$ cat config.mk
export PLATFORM = sky130hd
export DESIGN_NAME = ahb3lite_interconnect_master_port
export DESIGN_NICKNAME = d
export VERILOG_FILES = /design/src/rtl/ahb3lite_pkg.sv /design/src/rtl/ahb3lite_interconnect_address_decoder.sv /design/src/rtl/ahb3lite_interconnect_master_port.sv
export SDC_FILE = /design/constraint.sdc
export NUM_CORES = 1
export LEC_CHECK = 0
export CAP_MARGIN = 25
export CORE_AREA = 2 2 193 195
export CTS_CLUSTER_SIZE = 14
export DETAILED_ROUTE_END_ITERATION = 10
export DIE_AREA = 0 0 195 197
export SLEW_MARGIN = 25
export SYNTH_ARGS = -nofsm -noshare
export SYNTH_HDL_FRONTEND = slang
export SYNTH_HIERARCHICAL = 1
export SYNTH_SLANG_ARGS = --single-unit
$ cat constraint.sdc
create_clock -name HCLK -period 4.3 [get_ports HCLK]
set_clock_uncertainty 0.15 [all_clocks]
set_input_delay 0.86 -clock HCLK [delete_from_list [all_inputs] [get_ports HCLK]]
set_output_delay 0.86 -clock HCLK [all_outputs]
set_load 0.05 [all_outputs]
$ cat src/rtl/ahb3lite_pkg.sv
// Shared AHB3-Lite encodings and the master-port FSM state type.
// Define AHB3LITE_IC_DECERR_EN to enable the two-cycle decode-error response states.
package ahb3lite_pkg;

    localparam logic [1:0] HTRANS_IDLE   = 2'b00;
    localparam logic [1:0] HTRANS_BUSY   = 2'b01;
    localparam logic [1:0] HTRANS_NONSEQ = 2'b10;
    localparam logic [1:0] HTRANS_SEQ    = 2'b11;

    localparam logic HRESP_OKAY  = 1'b0;
    localparam logic HRESP_ERROR = 1'b1;

    localparam logic [2:0] HBURST_SINGLE = 3'b000;
    localparam logic [2:0] HBURST_INCR   = 3'b001;
    localparam logic [2:0] HBURST_WRAP4  = 3'b010;
    localparam logic [2:0] HBURST_INCR4  = 3'b011;
    localparam logic [2:0] HBURST_WRAP8  = 3'b100;
    localparam logic [2:0] HBURST_INCR8  = 3'b101;
    localparam logic [2:0] HBURST_WRAP16 = 3'b110;
    localparam logic [2:0] HBURST_INCR16 = 3'b111;

    typedef enum logic [2:0] {
        ST_IDLE,
        ST_DATA,
        ST_WAIT_GRANT
`ifdef AHB3LITE_IC_DECERR_EN
        ,
        ST_ERR1,
        ST_ERR2
`endif
    } mport_state_e;

endpackage

$ cat src/rtl/ahb3lite_interconnect_address_decoder.sv
// Combinational HADDR decoder: one-hot region hit (lowest index wins) and a miss flag.
// A slave region with an all-zero mask never matches.
module ahb3lite_interconnect_address_decoder
    import ahb3lite_pkg::*;
#(
    parameter int HADDR_SIZE = 32,
    parameter int SLAVES     = 8
) (
    input  logic [HADDR_SIZE-1:0]             haddr_i,
    input  logic [SLAVES-1:0][HADDR_SIZE-1:0] base_i,
    input  logic [SLAVES-1:0][HADDR_SIZE-1:0] mask_i,
    output logic [SLAVES-1:0]                 hit_o,
    output logic                              miss_o
);

    always_comb begin
        hit_o  = '0;
        miss_o = 1'b1;
        for (int unsigned s = 0; s < SLAVES; s++) begin
            if (miss_o && (|mask_i[s]) && (((haddr_i ^ base_i[s]) & mask_i[s]) == '0)) begin
                hit_o[s] = 1'b1;
                miss_o   = 1'b0;
            end
        end
    end

endmodule

$ cat src/rtl/ahb3lite_interconnect_master_port.sv
// Master-side port of the AHB3-Lite switch: decodes, requests slave ports, buffers ungranted transfers.
// Define AHB3LITE_IC_DECERR_EN to answer unmapped addresses with a two-cycle ERROR response.
module ahb3lite_interconnect_master_port
    import ahb3lite_pkg::*;
#(
    parameter int HADDR_SIZE = 32,
    parameter int HDATA_SIZE = 32,
    parameter int MASTERS    = 3,
    parameter int SLAVES     = 8,
    parameter logic [SLAVES-1:0][HADDR_SIZE-1:0] SLAVE_ADDR_BASE = '0,
    parameter logic [SLAVES-1:0][HADDR_SIZE-1:0] SLAVE_ADDR_MASK = '0,
    localparam int MASTER_BITS = $clog2(MASTERS),
    localparam int SLAVE_BITS  = $clog2(SLAVES)
) (
    input  logic                              HRESETn,
    input  logic                              HCLK,
    input  logic [MASTER_BITS-1:0]            mst_priority,
    input  logic                              mst_HSEL,
    input  logic [HADDR_SIZE-1:0]             mst_HADDR,
    input  logic [HDATA_SIZE-1:0]             mst_HWDATA,
    output logic [HDATA_SIZE-1:0]             mst_HRDATA,
    input  logic                              mst_HWRITE,
    input  logic [2:0]                        mst_HSIZE,
    input  logic [2:0]                        mst_HBURST,
    input  logic [3:0]                        mst_HPROT,
    input  logic [1:0]                        mst_HTRANS,
    input  logic                              mst_HMASTLOCK,
    input  logic                              mst_HREADY,
    output logic                              mst_HREADYOUT,
    output logic                              mst_HRESP,
    output logic [MASTER_BITS-1:0]            slvpriority,
    output logic [SLAVES-1:0]                 slvHSEL,
    output logic [HADDR_SIZE-1:0]             slvHADDR,
    output logic [HDATA_SIZE-1:0]             slvHWDATA,
    output logic                              slvHWRITE,
    output logic [2:0]                        slvHSIZE,
    output logic [2:0]                        slvHBURST,
    output logic [3:0]                        slvHPROT,
    output logic [1:0]                        slvHTRANS,
    output logic                              slvHMASTLOCK,
    output logic                              slvHREADYOUT,
    input  logic [SLAVES-1:0][HDATA_SIZE-1:0] slvHRDATA,
    input  logic [SLAVES-1:0]                 slvHREADY,
    input  logic [SLAVES-1:0]                 slvHRESP,
    input  logic [SLAVES-1:0]                 granted,
    output logic [SLAVES-1:0]                 can_switch
);

    mport_state_e          state_q, state_d;
    logic [SLAVE_BITS-1:0] data_slave_q, data_slave_d;
    logic [SLAVE_BITS-1:0] buf_slave_q, buf_slave_d;
    logic [HADDR_SIZE-1:0] buf_haddr_q, buf_haddr_d;
    logic                  buf_hwrite_q, buf_hwrite_d;
    logic [2:0]            buf_hsize_q, buf_hsize_d;
    logic [2:0]            buf_hburst_q, buf_hburst_d;
    logic [3:0]            buf_hprot_q, buf_hprot_d;
    logic                  buf_hlock_q, buf_hlock_d;

    logic [SLAVES-1:0]     hit;
    logic                  miss;
    logic [SLAVE_BITS-1:0] dec_idx;
    logic                  accept;
    logic                  pass;
    logic                  evaluate;
    logic                  wait_st;

    ahb3lite_interconnect_address_decoder #(
        .HADDR_SIZE (HADDR_SIZE),
        .SLAVES     (SLAVES)
    ) u_decoder (
        .haddr_i (mst_HADDR),
        .base_i  (SLAVE_ADDR_BASE),
        .mask_i  (SLAVE_ADDR_MASK),
        .hit_o   (hit),
        .miss_o  (miss)
    );

    always_comb begin
        dec_idx = '0;
        for (int unsigned s = 0; s < SLAVES; s++) begin
            if (hit[s]) dec_idx = SLAVE_BITS'(s);
        end
    end

    assign accept  = mst_HSEL & mst_HREADY & mst_HTRANS[1];
    assign pass    = |(hit & granted & slvHREADY);
    assign wait_st = (state_q == ST_WAIT_GRANT);

    always_comb begin
        state_d      = state_q;
        data_slave_d = data_slave_q;
        buf_slave_d  = buf_slave_q;
        buf_haddr_d  = buf_haddr_q;
        buf_hwrite_d = buf_hwrite_q;
        buf_hsize_d  = buf_hsize_q;
        buf_hburst_d = buf_hburst_q;
        buf_hprot_d  = buf_hprot_q;
        buf_hlock_d  = buf_hlock_q;
        evaluate     = 1'b0;

        case (state_q)
            ST_IDLE: evaluate = 1'b1;
            ST_DATA: evaluate = slvHREADY[data_slave_q];
            ST_WAIT_GRANT: begin
                if (granted[buf_slave_q] && slvHREADY[buf_slave_q]) begin
                    state_d      = ST_DATA;
                    data_slave_d = buf_slave_q;
                end
            end
`ifdef AHB3LITE_IC_DECERR_EN
            ST_ERR1: state_d  = ST_ERR2;
            ST_ERR2: evaluate = 1'b1;
`endif
            default: evaluate = 1'b1;
        endcase

        if (evaluate) begin
            state_d = ST_IDLE;
            if (accept) begin
                if (miss) begin
`ifdef AHB3LITE_IC_DECERR_EN
                    state_d = ST_ERR1;
`endif
                end else if (pass) begin
                    state_d      = ST_DATA;
                    data_slave_d = dec_idx;
                end else begin
                    state_d      = ST_WAIT_GRANT;
                    buf_slave_d  = dec_idx;
                    buf_haddr_d  = mst_HADDR;
                    buf_hwrite_d = mst_HWRITE;
                    buf_hsize_d  = mst_HSIZE;
                    buf_hburst_d = mst_HBURST;
                    buf_hprot_d  = mst_HPROT;
                    buf_hlock_d  = mst_HMASTLOCK;
                end
            end
        end
    end

    always_ff @(posedge HCLK or negedge HRESETn) begin
        if (!HRESETn) begin
            state_q      <= ST_IDLE;
            data_slave_q <= '0;
            buf_slave_q  <= '0;
            buf_haddr_q  <= '0;
            buf_hwrite_q <= 1'b0;
            buf_hsize_q  <= '0;
            buf_hburst_q <= '0;
            buf_hprot_q  <= '0;
            buf_hlock_q  <= 1'b0;
        end else begin
            state_q      <= state_d;
            data_slave_q <= data_slave_d;
            buf_slave_q  <= buf_slave_d;
            buf_haddr_q  <= buf_haddr_d;
            buf_hwrite_q <= buf_hwrite_d;
            buf_hsize_q  <= buf_hsize_d;
            buf_hburst_q <= buf_hburst_d;
            buf_hprot_q  <= buf_hprot_d;
            buf_hlock_q  <= buf_hlock_d;
        end
    end

    // A replayed transfer is the first one the slave port sees, so it is always NONSEQ.
    assign slvHADDR     = wait_st ? buf_haddr_q  : mst_HADDR;
    assign slvHWRITE    = wait_st ? buf_hwrite_q : mst_HWRITE;
    assign slvHSIZE     = wait_st ? buf_hsize_q  : mst_HSIZE;
    assign slvHBURST    = wait_st ? buf_hburst_q : mst_HBURST;
    assign slvHPROT     = wait_st ? buf_hprot_q  : mst_HPROT;
    assign slvHTRANS    = wait_st ? HTRANS_NONSEQ : mst_HTRANS;
    assign slvHMASTLOCK = wait_st ? buf_hlock_q  : mst_HMASTLOCK;
    assign slvHWDATA    = mst_HWDATA;
    assign slvHREADYOUT = mst_HREADYOUT;
    assign slvpriority  = mst_priority;

    always_comb begin
        for (int unsigned s = 0; s < SLAVES; s++) begin
            slvHSEL[s] = wait_st ? (buf_slave_q == SLAVE_BITS'(s))
                                 : (hit[s] & mst_HSEL & (mst_HTRANS != HTRANS_IDLE));
            can_switch[s] = ~(slvHSEL[s] & (slvHMASTLOCK | (slvHTRANS == HTRANS_SEQ) |
                                            (slvHTRANS == HTRANS_BUSY)));
        end
    end

    always_comb begin
        mst_HREADYOUT = 1'b1;
        mst_HRESP     = HRESP_OKAY;
        mst_HRDATA    = '0;
        case (state_q)
            ST_DATA: begin
                mst_HREADYOUT = slvHREADY[data_slave_q];
                mst_HRESP     = slvHRESP[data_slave_q];
                mst_HRDATA    = slvHRDATA[data_slave_q];
            end
            ST_WAIT_GRANT: mst_HREADYOUT = 1'b0;
`ifdef AHB3LITE_IC_DECERR_EN
            ST_ERR1: begin
                mst_HREADYOUT = 1'b0;
                mst_HRESP     = HRESP_ERROR;
            end
            ST_ERR2: mst_HRESP = HRESP_ERROR;
`endif
            default: ;
        endcase
    end

endmodule

==> results.json, run 1 <==
{
  "status": "finished, violations left",
  "violations": "max-slew violations",
  "vias_per_cell": 4.17,
  "core_um2": 36300,
  "fmax_ghz": 0.252,
  "seq_area_frac_synth": 0.136,
  "min_path_type": "reg -> reg",
  "cts_tree": "yes",
  "grt_pass1_vias": 11100,
  "fp.dieH_um": 197,
  "hp-start": "buf_hburst_q[0]",
  "slew_headroom": -0.721,
  "grt_pass1_wl_um": 71700,
  "ys.flop_type": "dfrtp_1",
  "setup-violations-final": 0,
  "worst_r2r_path_depth": 7,
  "cts.sinks": 52,
  "tightest_slew_ns": 2.58,
  "vdd_drop_max_mv": 0.151,
  "grt_usage": 0.256,
  "portBuffers": 426,
  "timing.final.crit_share": 0.924,
  "hold_viol": 0,
  "synth_edf_count": 0,
  "antenna_found_initial": 19,
  "timing.final.ws_setup_ns": 0.327,
  "min_path_cells": 1,
  "dr.pass1.iters": 5,
  "path_max_fanout": 1,
  "avgSynthCellArea_um2": 8.88,
  "leakagePower_nw": 8.60,
  "syn-cell-area_um2": 9600,
  "crit_required_ns": 3.29,
  "rr_endpoint": "state_q[0]",
  "die_w_um": 195,
  "start_util": 0.265,
  "clkTransAtPathRegs_ns": 0.08,
  "finalSetupTns_ns": 0,
  "nNetsFinal": 2585,
  "grt_start_max_net_pins": 50,
  "ys_types": 42,
  "crit_path_cell_trace": "clkdlybuf4s50_1 > mux4_2 > mux2i_1 > nor2_1 > clkdlybuf4s50_1",
  "start_kind": "input port",
  "drv_slew": 49,
  "end_kind": "primary output",
  "detailedPlace.worstSlack_ns": 0.353,
  "rrSetupSlack_ns": 1.42,
  "reg2reg_from": "data_slave_q[0]",
  "ctsHoldBuffers": 0,
  "num_io_pins": 495,
  "path_common_cell": "clkdlybuf4s50_1",
  "cts-resized-gates": 0,
  "crit_arrival_ns": 2.96,
  "rsz0062_at_grt": "false",
  "syn_inst": 1081,
  "root_buffer": "clkbuf_16",
  "cts_setup_buffers": 0,
  "drt_iter0_markers": 522,
  "die_area_um2": 38400,
  "maxCapViolations": 0,
  "grt.overflow.total": 0,
  "drtAntennaViolNets": 0,
  "fin_crit_ns": 3.97,
  "drc": 0,
  "dp_hpwl_um": 42700,
  "syn_to_final_growth_pct": 79.9,
  "synth_warnings": 6,
  "worstSkewPairLatency_ns": 0.31,
  "drive_gt1_frac": 0.0860,
  "crit_path_max_incr_delay_ns": 0.74,
  "cts_made_buffers": 5,
  "rows": 70,
  "min_to": "buf_hburst_q[0]",
  "wl_per_cell_um": 18.7,
  "finalWirelength_um": 50400,
  "p_per_area_nw_per_um2": 150,
  "vias": 11200,
  "cts.htree.levels": 2,
  "async_flop_share": 1.00,
  "slowest_stage": "clkdlybuf4s50_1",
  "crit_type": "in -> out",
  "routabilityCongestion": 0.915,
  "synth-seq-cells": 52,
  "clockBufferDepth": 2,
  "num-fill-cells": 3696
}
[placed cells by master, fill, tap and decap left out, types with 11 or more instances in the layout]
master           synthesis  layout
mux2_4                  16      16
nand4_1                 50      50
nor4_1                  72      72
mux4_2                  69      69
mux2_2                  28      28
a22oi_1                112     112
buf_4                   39      55
nor2_1                  50      50
a22o_1                  11      11
mux2i_1                 46      46
conb_1                   1     768
nand2_1                156     156
dfrtp_1                 52      49
clkdlybuf4s50_1          0     412
xor2_1                 256     256
[cell type report]
class	instances	area, µm²	share of cell area
Antenna cell	9	22.5	0.00130
Sequential cell	52	1310	0.0759
Clock buffer	5	125	0.00725
Multi-Input combinational cell	1683	10500	0.611
Inverter	7	26.3	0.00152
Timing Repair Buffer	472	4640	0.269
Tap cell	468	586	0.0339
Clock inverter	2	16.3	0.000942
[per-layer routing]
metal | global-route usage | part of all wire | vias to the layer above
met3 | 0.0763 | 0.083 | 91
met1 | 0.308 | 0.40 | 5212
met4 | 0.0888 | 0.039 | 16
met5 | 0 | 0.0022 | -
met2 | 0.435 | 0.47 | 394
li1 | - | - | 5533
[flip-flops by register name, summed over array words and instances (netlist names)]
name and cells:
state_q 2, buf_hprot_q 4, buf_hwrite_q 1, buf_hsize_q 3, buf_hlock_q 1, buf_haddr_q 32, data_slave_q 3, buf_hburst_q 3
buf_slave_q 3
[cell families (layout without fill, tap and decap cells)]
kind of cell           count (synthesis)  in the layout  synth area share
AO/OA/AOI/OAI                        148            148             0.118
AND/OR/NAND/NOR                      352            352             0.177
flip-flops                            52             52             0.136
XOR/XNOR                             256            256             0.234
other                                  1            777          0.000391
multiplexers                         159            159             0.268
buffers and inverters                113            486            0.0671
[worst max-delay path, delay by kind of cell]
kind	cells	cell delay, ns
simple gates	1	0.06
buf+inv	2	1.31
mux	2	0.73
[worst max-delay path by stage]
stage / depth (start not counted) / slack (ns) / end / start
after floorplan: 4 / 0.60 / can_switch[7] / state_q[0]
after global placement: 5 / 0.33 / mst_HRDATA[14] / slvHRDATA[238]
after detailed placement: 5 / 0.35 / mst_HRDATA[14] / slvHRDATA[238]
after CTS: 5 / 0.35 / mst_HRDATA[14] / slvHRDATA[238]
after global routing: 5 / 0.27 / mst_HRDATA[5] / data_slave_q[0]
final: 5 / 0.33 / mst_HRDATA[14] / slvHRDATA[238]
[metrics by stage]
step,area (µm²),std cells,total power [W],hold WS [ns],util
after floorplan,12500,1848,0.00158,0.330,-
after global placement,17100,2682,0.00210,0.338,0.472
after detailed placement,17100,2682,0.00211,0.341,0.472
after CTS,17200,2689,0.00256,0.363,0.476
after global routing,17300,2692,0.00275,0.371,0.476
final,17300,2698,0.00259,0.360,0.476
[cells in the mapped netlist (all sizes together) (2+ instances only)]
master	count	area [µm²]
a22o	11	96.3
mux2i	46	460
nor3	4	25.0
xor2	256	2240
nor2	50	188
dfrtp	52	1300
nand2	156	586
o22ai	2	12.5
a22oi	112	841
nand3	8	40.0
buf	87	547
nor4	73	463
nand2b	3	18.8
mux4	69	1550
clkbuf	19	71.3
a21oi	3	18.8
nand4	50	313
a221oi	8	76.3
inv	7	26.3
o21ai	4	20.0
a32o	4	40.0
mux2	44	556
nor3b	3	27.5
[where the power goes]
part / switching [W] / internal, W / total (W) / leakage (nW)
sequential: 0.0000428 / 0.000500 / 0.000542 / 0.702
combinational: 0.000771 / 0.000836 / 0.00161 / 7.83
clock: 0.000222 / 0.000216 / 0.000439 / 0.0664
Power figures use the tool's default switching activity.
==> run 2: changes to the inputs <==
--- a/config.mk
+++ b/config.mk
@@ -7,7 +7,7 @@
 export LEC_CHECK = 0
 export CAP_MARGIN = 25
 export CORE_AREA = 2 2 193 195
-export CTS_CLUSTER_SIZE = 14
+export CTS_CLUSTER_SIZE = 10
 export DETAILED_ROUTE_END_ITERATION = 10
 export DIE_AREA = 0 0 195 197
 export SLEW_MARGIN = 25
==> results of run 2 <==
The final DEF is identical to that of run 1; final timing and power are the same.
==> run 3: changes to the inputs <==
--- a/config.mk
+++ b/config.mk
@@ -10,6 +10,7 @@
 export CTS_CLUSTER_SIZE = 10
 export DETAILED_ROUTE_END_ITERATION = 10
 export DIE_AREA = 0 0 195 197
+export SETUP_SLACK_MARGIN = 0.4
 export SLEW_MARGIN = 25
 export SYNTH_ARGS = -nofsm -noshare
 export SYNTH_HDL_FRONTEND = slang
==> run 3 against run 2 <==
Compared with the run above:
- the run still ends with max-slew violations left
- utilization barely moved
- sequential power barely moved
- via count rose by 0.17%
- sequential share of layout area barely moved
- critical path type unchanged
- critical endpoint is now mst_HRDATA[13]
==> results.json, run 3 (synthesis results as in run 1) <==
{
  "root_buffer": "clkbuf_16",
  "drt_iter0_markers": 527,
  "layout_common_cells": "conb_1, clkdlybuf4s50_1, xor2_1, nand2_1, a22oi_1",
  "cts_made_buffers": 5,
  "clockBufferDepth": 2,
  "vias": 11300,
  "clkTransAtPathRegs_ns": 0.08,
  "path_common_cell": "clkdlybuf4s50_1",
  "finalWirelength_um": 50400,
  "grt_start_max_net_pins": 50,
  "path_max_fanout": 1,
  "worstSkewPairLatency_ns": 0.31,
  "drive_gt1_frac": 0.0860,
  "crit_path_cell_trace": "clkdlybuf4s50_1 > mux4_2 > mux2i_1 > nor2_1 > clkdlybuf4s50_1",
  "hold_viol": 0,
  "min_path_type": "reg -> reg",
  "grt_usage": 0.256,
  "cts.htree.levels": 2,
  "grt.overflow.total": 0,
  "fin_crit_ns": 3.88,
  "vias_per_cell": 4.18,
  "start_kind": "input port",
  "crit_arrival_ns": 2.87,
  "p_per_area_nw_per_um2": 150,
  "reg_top3": "buf_haddr_q: 32 flops, buf_hprot_q: 4 flops",
  "crit_required_ns": 3.29,
  "core_um2": 36300,
  "slowest_stage": "clkdlybuf4s50_1",
  "portBuffers": 426,
  "grt_pass1_wl_um": 71700,
  "regMostFlops": "buf_haddr_q",
  "drtAntennaViolNets": 0,
  "drc": 0,
  "layout_commonest_cell": "conb_1",
  "largest_reg_flops": 32,
  "nNetsFinal": 2585,
  "status": "finished, violations left",
  "end_kind": "primary output",
  "grt_pass1_vias": 11100,
  "antenna_found_initial": 19,
  "rsz0062_at_grt": "false",
  "fp.dieH_um": 197,
  "finalSetupTns_ns": 0,
  "maxCapViolations": 0,
  "timing.final.ws_setup_ns": 0.420,
  "start_util": 0.265,
  "crit_type": "in -> out",
  "tightest_slew_ns": 2.64,
  "vdd_drop_max_mv": 0.153,
  "slew_headroom": -0.758,
  "detailedPlace.worstSlack_ns": 0.353,
  "die_area_um2": 38400,
  "drv_slew": 49,
  "routabilityCongestion": 0.915,
  "wl_per_cell_um": 18.7,
  "num_io_pins": 495,
  "fmax_ghz": 0.258,
  "dr.pass1.iters": 5,
  "ctsHoldBuffers": 0,
  "rows": 70,
  "crit_path_max_incr_delay_ns": 0.74,
  "cts.sinks": 52,
  "violations": "max-slew violations",
  "die_w_um": 195,
  "dp_hpwl_um": 42700,
  "timing.final.crit_share": 0.902,
  "setup-violations-final": 0,
  "leakagePower_nw": 8.84,
  "cts_tree": "yes",
  "syn_to_final_growth_pct": 80.1
}
==> run 3: power breakdown <==
group          switching (W)  total [W]  internal (W)
clock               0.000225   0.000441      0.000216
sequential         0.0000433   0.000543      0.000500
combinational       0.000771    0.00161      0.000836
total                0.00104    0.00259       0.00155
==> run 3: routing by layer <==
metal	GRT usage	vias up	routed length [µm]
met5	0	-	113
met2	0.435	404	24000
met3	0.0763	89	4150
met4	0.0888	16	1820
met1	0.308	5227	20300
li1	-	5529	-
==> run 3: worst paths after layout <==
path | slack [ns] | startpoint | cells past startpoint | to
worst max-delay path | 0.42 | slvHRDATA[237] | 5 | mst_HRDATA[13]
worst min-delay path | 0.36 | buf_hburst_q[0] | 1 | buf_hburst_q[0]
worst max register to register | 1.43 | data_slave_q[0] | 7 | state_q[0]
worst min register to register | 0.36 | buf_hburst_q[0] | 1 | buf_hburst_q[0]
max in group asynchronous | 2.92 | HRESETn | 2 | buf_haddr_q[13]
min in group asynchronous | 0.39 | HRESETn | 1 | buf_haddr_q[2]
==> run 3: metrics by stage <==
stage	utilization	hold WS, ns	instances	total power, W	area [µm²]
after floorplan	-	0.330	1848	0.00158	12500
after global placement	0.472	0.338	2682	0.00210	17100
after detailed placement	0.472	0.341	2682	0.00211	17100
after CTS	0.475	0.363	2689	0.00256	17200
after global routing	0.476	0.371	2692	0.00275	17300
final	0.477	0.361	2697	0.00259	17300
==> run 3: critical path: cells and delay by family <==
kind,cells,cell delay [ns]
mux,2,0.70
buf+inv,2,1.24
simple gates,1,0.06
==> run 3: what timing repair did <==
action,4_1_cts,5_1_grt
buffers inserted,0,0
pin swaps,0,0
hold endpoints to repair,0,0
setup endpoints to repair,7,11
gates resized for setup,7,11
gates cloned,0,0
==> run 3: layout make-up <==
class / count / area [µm²]
clock inverter: 2 / 16.3
tap: 468 / 586
sequential: 52 / 1310
clock buffer: 5 / 125
inverter: 7 / 26.3
timing repair buffer: 472 / 4660
antenna: 8 / 20.0
multi-input combinational: 1683 / 10500
fill: 3695 / 19000
